`src/rtl/fifo_wr_arbiter_if.sv`:
```
// ----------------------------------------------------------------------------
// fifo_wr_arbiter_if
//   Bundles the requester handshake and the FIFO write/credit signals that
//   surround fifo_wr_arbiter.
//   slave  : arbiter side (consumes requests and FIFO status, drives grants,
//            the FIFO write port and the credit count)
//   master : environment side (requesters + FIFO)
//   req_valid   [NREQ]     requester i has data
//   req_data    [NREQ*DW]  requester i data in bits [i*DW +: DW]
//   req_ready   [NREQ]     one-hot grant
//   fifo_write  [1]        FIFO write strobe
//   fifo_wrData [DW]       FIFO write data
//   fifo_read   [1]        FIFO read strobe
//   fifo_empty  [1]        FIFO empty flag
//   credits     [CW]       free FIFO slots not yet reserved
// ----------------------------------------------------------------------------
interface fifo_wr_arbiter_if #(
    parameter int NREQ  = 4,
    parameter int DW    = 32,
    parameter int DEPTH = 8
);
    localparam int CW = $clog2(DEPTH + 1);

    logic [NREQ-1:0]    req_valid;
    logic [NREQ*DW-1:0] req_data;
    logic [NREQ-1:0]    req_ready;
    logic               fifo_write;
    logic [DW-1:0]      fifo_wrData;
    logic               fifo_read;
    logic               fifo_empty;
    logic [CW-1:0]      credits;

    modport slave (
        input  req_valid, req_data, fifo_read, fifo_empty,
        output req_ready, fifo_write, fifo_wrData, credits
    );

    modport master (
        output req_valid, req_data, fifo_read, fifo_empty,
        input  req_ready, fifo_write, fifo_wrData, credits
    );
endinterface

```
`src/rtl/fifo_wr_arbiter.sv`:
```
// ----------------------------------------------------------------------------
// fifo_wr_arbiter
//   Round-robin arbiter sharing the single write port of one sync_fifo among
//   NREQ requesters. One request is accepted per cycle, registered, and
//   written into the FIFO on the following cycle. A credit counter mirrors
//   FIFO free space; the slot is reserved at accept time so the in-flight
//   registered write can never land in a full FIFO.
// Ports
//   i_clk   clock, rising edge
//   i_rst   asynchronous reset, active low (also resets the FIFO)
//   bus     fifo_wr_arbiter_if.slave (requester handshake + FIFO port)
//   o_stat_grants [NREQ*16]  per-requester accept counters (ARB_STATS_EN)
//   o_stat_stall  [16]       cycles with any request but no credit (ARB_STATS_EN)
// Configuration
//   ARB_STATS_EN  when defined, adds the statistics counters and ports.
// ----------------------------------------------------------------------------

`ifdef ARB_STATS_EN
// Wrapping 16-bit event counter, one per statistic lane.
module arb_stat_ctr (
    input  logic        i_clk,
    input  logic        i_rst,
    input  logic        i_inc,
    output logic [15:0] o_cnt
);
    always_ff @(posedge i_clk or negedge i_rst) begin
        if (!i_rst)     o_cnt <= '0;
        else if (i_inc) o_cnt <= o_cnt + 16'd1;
    end
endmodule
`endif

module fifo_wr_arbiter #(
    parameter  int NREQ  = 4,
    parameter  int DW    = 32,
    parameter  int DEPTH = 8,
    localparam int CW    = $clog2(DEPTH + 1)
) (
    input  logic                 i_clk,
    input  logic                 i_rst,
    fifo_wr_arbiter_if.slave     bus
`ifdef ARB_STATS_EN
    ,
    output logic [NREQ*16-1:0]   o_stat_grants,
    output logic [15:0]          o_stat_stall
`endif
);
    localparam int IW = (NREQ > 1) ? $clog2(NREQ) : 1;

    logic [IW-1:0]   r_ptr;
    logic [CW-1:0]   r_credits;
    logic            r_write;
    logic [DW-1:0]   r_wdata;

    logic [NREQ-1:0] w_grant;
    logic [NREQ-1:0] w_hit;
    logic [IW-1:0]   w_gidx;
    logic            w_found;
    logic            w_accept;
    logic            w_inc;

    // Search from r_ptr upward with wrap. The loop runs from the farthest
    // candidate back to r_ptr so the last hit (the nearest) wins. Grants are
    // gated only by the registered credit count, never by fifo_read.
    always_comb begin
        w_gidx  = '0;
        w_found = 1'b0;
        w_grant = '0;
        if (r_credits != '0) begin
            for (int k = NREQ - 1; k >= 0; k--) begin
                if (bus.req_valid[(int'(r_ptr) + k) % NREQ]) begin
                    w_gidx  = IW'((int'(r_ptr) + k) % NREQ);
                    w_found = 1'b1;
                end
            end
        end
        if (w_found && i_rst) w_grant[w_gidx] = 1'b1;
    end

    assign w_hit    = w_grant & bus.req_valid;
    assign w_accept = |w_hit;
    assign w_inc    = bus.fifo_read & ~bus.fifo_empty;

    always_ff @(posedge i_clk or negedge i_rst) begin
        if (!i_rst) begin
            r_ptr     <= '0;
            r_credits <= CW'(DEPTH);
            r_write   <= 1'b0;
            r_wdata   <= '0;
        end else begin
            r_write <= w_accept;
            if (w_accept) begin
                r_ptr   <= (w_gidx == IW'(NREQ - 1)) ? '0 : w_gidx + 1'b1;
                r_wdata <= bus.req_data[w_gidx*DW +: DW];
            end
            // Accept and a real read in the same cycle cancel out.
            case ({w_accept, w_inc})
                2'b10:   r_credits <= r_credits - 1'b1;
                2'b01:   r_credits <= r_credits + 1'b1;
                default: r_credits <= r_credits;
            endcase
        end
    end

    assign bus.req_ready   = w_grant;
    assign bus.fifo_write  = r_write;
    assign bus.fifo_wrData = r_wdata;
    assign bus.credits     = r_credits;

    a_credit_range: assert property (@(posedge i_clk) disable iff (!i_rst)
        r_credits <= CW'(DEPTH));

`ifdef ARB_STATS_EN
    arb_stat_ctr u_grant_ctr [NREQ-1:0] (
        .i_clk (i_clk),
        .i_rst (i_rst),
        .i_inc (w_hit),
        .o_cnt (o_stat_grants)
    );

    arb_stat_ctr u_stall_ctr (
        .i_clk (i_clk),
        .i_rst (i_rst),
        .i_inc ((|bus.req_valid) && (r_credits == '0)),
        .o_cnt (o_stat_stall)
    );
`endif
endmodule

```
`src/flat_wrapper.sv`:
```
// flat-port wrapper written by rule: the top's interface ports become plain ports
module fifo_wr_arbiter_flat 
#(
    parameter  int NREQ  = 4,
    parameter  int DW    = 32,
    parameter  int DEPTH = 8,
    localparam int CW    = $clog2(DEPTH + 1)
)
  (i_clk, i_rst, bus_req_valid, bus_req_data, bus_fifo_read, bus_fifo_empty, bus_req_ready, bus_fifo_write, bus_fifo_wrData, bus_credits);
  fifo_wr_arbiter_if #(.NREQ(NREQ), .DW(DW), .DEPTH(DEPTH)) bus_i ();
  input  logic i_clk;
  input  logic i_rst;
  input wire logic [$bits(bus_i.req_valid)-1:0] bus_req_valid;
  input wire logic [$bits(bus_i.req_data)-1:0] bus_req_data;
  input wire logic [$bits(bus_i.fifo_read)-1:0] bus_fifo_read;
  input wire logic [$bits(bus_i.fifo_empty)-1:0] bus_fifo_empty;
  output wire logic [$bits(bus_i.req_ready)-1:0] bus_req_ready;
  output wire logic [$bits(bus_i.fifo_write)-1:0] bus_fifo_write;
  output wire logic [$bits(bus_i.fifo_wrData)-1:0] bus_fifo_wrData;
  output wire logic [$bits(bus_i.credits)-1:0] bus_credits;
  assign bus_i.req_valid = bus_req_valid;
  assign bus_i.req_data = bus_req_data;
  assign bus_i.fifo_read = bus_fifo_read;
  assign bus_i.fifo_empty = bus_fifo_empty;
  assign bus_req_ready = bus_i.req_ready;
  assign bus_fifo_write = bus_i.fifo_write;
  assign bus_fifo_wrData = bus_i.fifo_wrData;
  assign bus_credits = bus_i.credits;
  fifo_wr_arbiter #(.NREQ(NREQ), .DW(DW), .DEPTH(DEPTH)) u_core (.i_clk(i_clk), .i_rst(i_rst), .bus(bus_i));
endmodule
```
`config.mk`:
```
export PLATFORM = sky130hd
export DESIGN_NAME = fifo_wr_arbiter_flat
export DESIGN_NICKNAME = d
export VERILOG_FILES = /design/src/rtl/fifo_wr_arbiter_if.sv /design/src/rtl/fifo_wr_arbiter.sv /design/src/flat_wrapper.sv
export SDC_FILE = /design/constraint.sdc
export NUM_CORES = 1
export LEC_CHECK = 0
export CAP_MARGIN = 40
export CORE_MARGIN = 10
export CORE_UTILIZATION = 37
export CTS_CLUSTER_DIAMETER = 100
export CTS_CLUSTER_SIZE = 30
export DETAILED_ROUTE_END_ITERATION = 16
export GPL_ROUTABILITY_DRIVEN = 0
export GPL_TIMING_DRIVEN = 0
export PLACE_DENSITY = 0.83
export SYNTH_ARGS = -nofsm -noshare
export SYNTH_HDL_FRONTEND = slang
export SYNTH_HIERARCHICAL = 1
export SYNTH_SLANG_ARGS = --single-unit
```
`constraint.sdc`:
```
create_clock -name i_clk -period 4.2 [get_ports i_clk]
set_input_delay 0.84 -clock i_clk [delete_from_list [all_inputs] [get_ports i_clk]]
set_output_delay 0.84 -clock i_clk [all_outputs]
set_load 0.02 [all_outputs]
```
# Word level (Yosys, flattened, before mapping)
# Index checks and enable logic that the tools add are counted.
# totals
latchBits	0
input_bits	136
memories	0
ramBits	0
rom_bits	0
wordCells	60
register_bits	39
# op_classes
muxes	26
n_addsub	6
bitwise	6
order_cmp	6
div_mod_pow	0
n_shift	1
n_mul	0
n_eq_ne	3
n_reduce_logical	8
# ops
op	count
128-bit by 8-bit indexed part select with 32-bit output	1
1-bit two-way mux	13
3-bit by 4-bit less-than comparator with 1-bit output (second input constant)	3
2-bit two-way mux	6
1-bit binary-select mux with 2-bit select	4
4-bit one-hot mux with 2 select lines	1
2-bit by 3-bit less-than comparator with 1-bit output (second input constant)	2
2-bit OR reduction	3
2-bit by 1-bit adder with 2-bit output (second input constant)	2
2-bit adder (second input constant)	2
4-bit by 1-bit adder with 4-bit output (second input constant)	1
4-bit bitwise AND	1
2-bit == test (second input constant)	2
4-bit two-way mux	1
4-bit nonzero test	1
4-bit OR reduction	1
4-bit by 1-bit subtractor with 4-bit output (second input constant)	1
1-bit bitwise AND (first input constant)	3
1-bit demux with 2-bit select	1
2-bit by 1-bit == test with 1-bit output (second input constant)	1
2-bit by 1-bit >= comparator with 1-bit output (second input constant)	1
1-bit logical AND	2
2-bit nonzero test	1
1-bit bitwise AND	1
1-bit NOT	1

# Depth between registers and ports, before layout
# depth
depth_word	20
ltp_mapped	17

# Least setup slack after synthesis
# OpenSTA, ideal clock, no wires.
# synth_timing
path_type	input -> register
startpoint	input port bus_req_valid[2]
endpoint	register u_core.r_credits[3] (netlist: u_core/bus.credits[3])
required_ns	4.115
setup_ns	0.085
path_slack_ns	0.091
cell_stages	17
n_path_buf	2
arrival_time_ns	4.024
path_cell_list	and3b_1 a21o_1 nor3_4 inv_2 buf_4 ha_1 a22o_1 o211ai_2 clkbuf_1 ha_1 inv_1 ha_1 a21o_1 a21oi_1 xnor2_1 nor2_1 xor2_1
# synth_via
elab_chain_cells	17
word_cells_on_any_way	34
classes_between	order compare (2); eq/ne (2); mux (25); bitwise (1); reduce/logical (4)
# synth_lines
element	line	text
start: declaration	flat_wrapper.sv:13	input wire logic [$bits(bus_i.req_valid)-1:0] bus_req_valid;
1-bit binary-select mux with 2-bit select	fifo_wr_arbiter.sv:71	if (bus.req_valid[(int'(r_ptr) + k) % NREQ]) begin
1-bit two-way mux (not written as such) (2 in a row)	fifo_wr_arbiter.sv:71	
2-bit two-way mux (4 in a row)	fifo_wr_arbiter.sv:71	
2-bit two-way mux	fifo_wr_arbiter.sv:69	if (r_credits != '0) begin
2-bit by 3-bit less-than comparator with 1-bit output (not written as such) / 2-bit by 1-bit >= comparator with 1-bit output (equally long branches)	fifo_wr_arbiter.sv:77	if (w_found && i_rst) w_grant[w_gidx] = 1'b1;
1-bit logical AND (not written as such)	fifo_wr_arbiter.sv:77	
1-bit two-way mux (not written as such)	fifo_wr_arbiter.sv:77	
1-bit demux with 2-bit select	--	
4-bit two-way mux	fifo_wr_arbiter.sv:77	
4-bit bitwise AND *	fifo_wr_arbiter.sv:80	assign w_hit = w_grant & bus.req_valid;
4-bit OR reduction *	fifo_wr_arbiter.sv:81	assign w_accept = |w_hit;
2-bit by 1-bit == test with 1-bit output / 2-bit == test (equally long branches)	fifo_wr_arbiter.sv:97	case ({w_accept, w_inc})
4-bit one-hot mux with 2 select lines / 2-bit nonzero test (equally long branches)	--	
end signal: assignment	fifo_wr_arbiter.sv:98	2'b10: r_credits <= r_credits - 1'b1;
end signal: assignment	fifo_wr_arbiter.sv:99	2'b01: r_credits <= r_credits + 1'b1;
end signal: assignment	fifo_wr_arbiter.sv:100	default: r_credits <= r_credits;
end: declaration	fifo_wr_arbiter.sv:51	logic [CW-1:0] r_credits;
# Mark *: on every way between the ends. The rest lies on a longest branch, timed or not. The select of a mux whose other input is x is not followed.
# A chain may end at the register's enable or synchronous reset.

# Final worst setup path
# Same ends and word-level chain as after synthesis.

==> impl_metrics.yaml <==
status:
  status: "finished, final reports clean"
final_layout:
  drive_gt1_share_pct: 7.58
  n_antenna_cell: 0
  seqCellArea_um2: 977
  final_util_pct: 68.3
  multi_input_area_um2: 1590
  num-nets-final: 605
  area_growth_syn_to_layout_pct: 76.3
  fillerInstances: 580
  final_cell_mix: "clkdlybuf4s50_1 (172), o211ai_1 (63), nand2_1 (38), dfrtp_1 (38), mux2i_1 (33)"
  final_common_cell: "clkdlybuf4s50_1"
clock_network:
  cts_sinks: 39
  h-tree-depth: 2
  tritoncts: "yes"
  clockBufferDepth: 2
  cts_root_buf: "clkbuf_8"
  clk_latency_ns: 0.29
  clk_pin_slew_worst_paths_ns: 0.08
  cts_buffers: 5
floorplanning:
  die_w_um: 105
  start_util_pct: 38.8
  fp.dieH_um: 105
  core_um2: 6910
  die_area_um2: 11000
  std_cell_rows: 30
  io_pins: 177
sta:
  setup_viol: 0
  skew_ns: 0.00648
  drv_slew: 0
  max-slew-margin-rel_pct: 65.2
  fmax_mhz: 255
  post-route-period-util_pct: 93.3
  fin_ws_ns: 0.280
  fin_setup_tns_ns: 0
  rsz0062_at_grt: "no"
  fin_crit_ns: 3.92
  hold_violations: 0
  tightest_slew_ns: 0.518
worst_setup_path:
  cp.arrival_ns: 4.14
  crit_buf_inv: 4
  slowest_stage: "dlygate4sd2_1"
  path_delay_family: "compound AO/OA/AOI/OAI gates"
  worstSetupPathType: "in2reg"
  path_cells: "dlygate4sd2_1 -> and3b_1 -> a21o_4 -> nor3_4 -> inv_4 -> ha_1 -> a22o_1 -> o211ai_4 -> buf_8 -> ha_1 -> inv_1 -> ha_1 -> a21o_1 -> a21oi_2 -> xnor2_1 -> nor2_1 -> xor2_1"
  cp-start-kind: "primary input"
  crit_top_cell: "ha_1"
  endpoint_kind: "register"
  cp.required_ns: 4.42
  worst_path_largest_cell_delay_ns: 0.29
  crit_path_max_fanout: 17
drt:
  drt-vias-per-instance: 5.39
  routedWlPerCell_um: 20.2
  antenna_left: 0
  first_pass_iters: 4
  routed_wl_mm: 11.2
  drtIter0Drc: 134
  via_count: 3006
  drc: 0
pwr:
  ir_worst_vdd_mv: 0.300
  p_leak_nw: 1.93
  total_power_w: 0.00275
  cellPowerDensity_nw_per_um2: 582
worst_hold_path:
  hold_path.class: "in2async"
global_routing:
  grtUsageTotal_pct: 19.9
  antenna_found_initial: 0
  grt_max_degree: 24
  first_global_vias: 3297
  grt_pass1_wl_mm: 17.8
  overflow: 0
synthesis:
  syn_area_per_cell_um2: 9.70
  synthArstFlopShare_pct: 100
  synth_fp_nets: 420
  ys_types: 36
  synthCells: 276
  synth_edf_count: 0
  ys_ff_latch: 39
  synth-seq-area-share_pct: 36.5
  ys_warn_count: 6
  ys.flop_type: "dfrtp_1"
  netlist_area_um2: 2680
placed_design:
  port_buffers: 176
  place_ws_ns: -1.17
  dp_hpwl_mm: 9.38
flow_run:
  drv_cap: 0
==> worst paths after layout <==
path | start | end | slack, ns | cells past startpoint
min in group i_clk | u_core/bus.fifo_wrData[13] | u_core/bus.fifo_wrData[13] | 0.50 | 2
setup / recovery | bus_req_valid[2] | u_core/bus.credits[3] | 0.28 | 17
setup reg to reg | u_core/bus.credits[0] | u_core/bus.credits[3] | 0.49 | 16
hold / removal | i_rst | u_core/bus.fifo_wrData[12] | 0.49 | 1
max in group asynchronous | i_rst | u_core/bus.credits[3] | 3.16 | 2
hold reg to reg | u_core/bus.fifo_wrData[13] | u_core/bus.fifo_wrData[13] | 0.50 | 2
==> metrics by stage <==
stage | instances | hold slack, ns | instance area (um2)
after floorplan | 276 | 0.502 | 2680
after global placement | 548 | 0.477 | 4560
after detailed placement | 549 | 0.485 | 4570
after CTS | 559 | 0.492 | 4720
after global routing | 558 | 0.511 | 4720
final | 558 | 0.485 | 4720
==> synthesized netlist by cell type (2+ instances only) <==
library cell,instances,area (um2)
o211ai_1,63,473
dfrtp_1,38,951
nand2_1,38,143
mux2i_1,33,330
or4_1,31,233
clkbuf_1,15,56.3
ha_1,7,87.6
buf_2,6,30.0
and3_1,4,25.0
a21oi_1,3,15.0
buf_4,3,22.5
inv_1,3,11.3
nor2_1,3,11.3
xnor2_1,3,26.3
a21o_1,2,15.0
a22o_1,2,17.5
nand2b_1,2,12.5
o21ai_0,2,10.0
==> where the power goes <==
part | switching, W | leakage (nW) | internal [W]
Sequential | 0.000133 | 0.481 | 0.000564
Clock | 0.000137 | 0.0505 | 0.000150
Combinational | 0.000925 | 1.40 | 0.000837
Total | 0.00119 | 1.93 | 0.00155
==> area by class of cell <==
class | count | share of cell area (%)
flip-flops and latches | 39 | 20.7
clock buffers | 7 | 2.04
repair buffers | 179 | 37.9
clock inverters | 1 | 0.159
multi-input cells | 208 | 33.8
inverters | 5 | 0.504
plain buffers | 23 | 2.39
well taps | 96 | 2.55
==> state kept, by name, indices dropped and copies added (netlist names) <==
signal / cells
u_core/bus.fifo_wrData: 32
u_core/bus.credits: 4
u_core/bus.fifo_write: 1
u_core/r_ptr: 2
==> logic make-up after synthesis <==
logic type	count (synthesis)	share of synthesized area (%)
buf+inv	29	4.86
xor+xnor	4	1.31
compound gates	79	22.3
simple gates	83	18.2
mux	34	12.8
flops	39	36.5
fa+ha+maj	8	4.02
==> worst reg2reg max path: cells and delay by family, from the launching register on <==
kind                     cells  cell delay, ns
buffers and inverters        3            0.37
flip-flops                   1            0.49
AND/OR/NAND/NOR              3            0.82
XOR/XNOR                     2            0.27
AO/OA/AOI/OAI                5            1.01
adder cells (fa/ha/maj)      3            0.68
==> layer usage <==
metal  vias up  wire [um]  GRT usage (%)
met3        14        888           7.06
met2       143       5500           33.5
met4         0        193           5.00
met1      1396       4660           23.4
li1       1453          -              -
met5         -          0              0
==> repair_timing <==
item,in CTS,in global routing
endpoints found under the hold margin,0,0
endpoints found under the setup margin,6,1
hold buffers,0,0
buffers inserted,2,0
pin swaps,2,1
gates resized for setup,8,7
(Power assumes the default switching activity.)
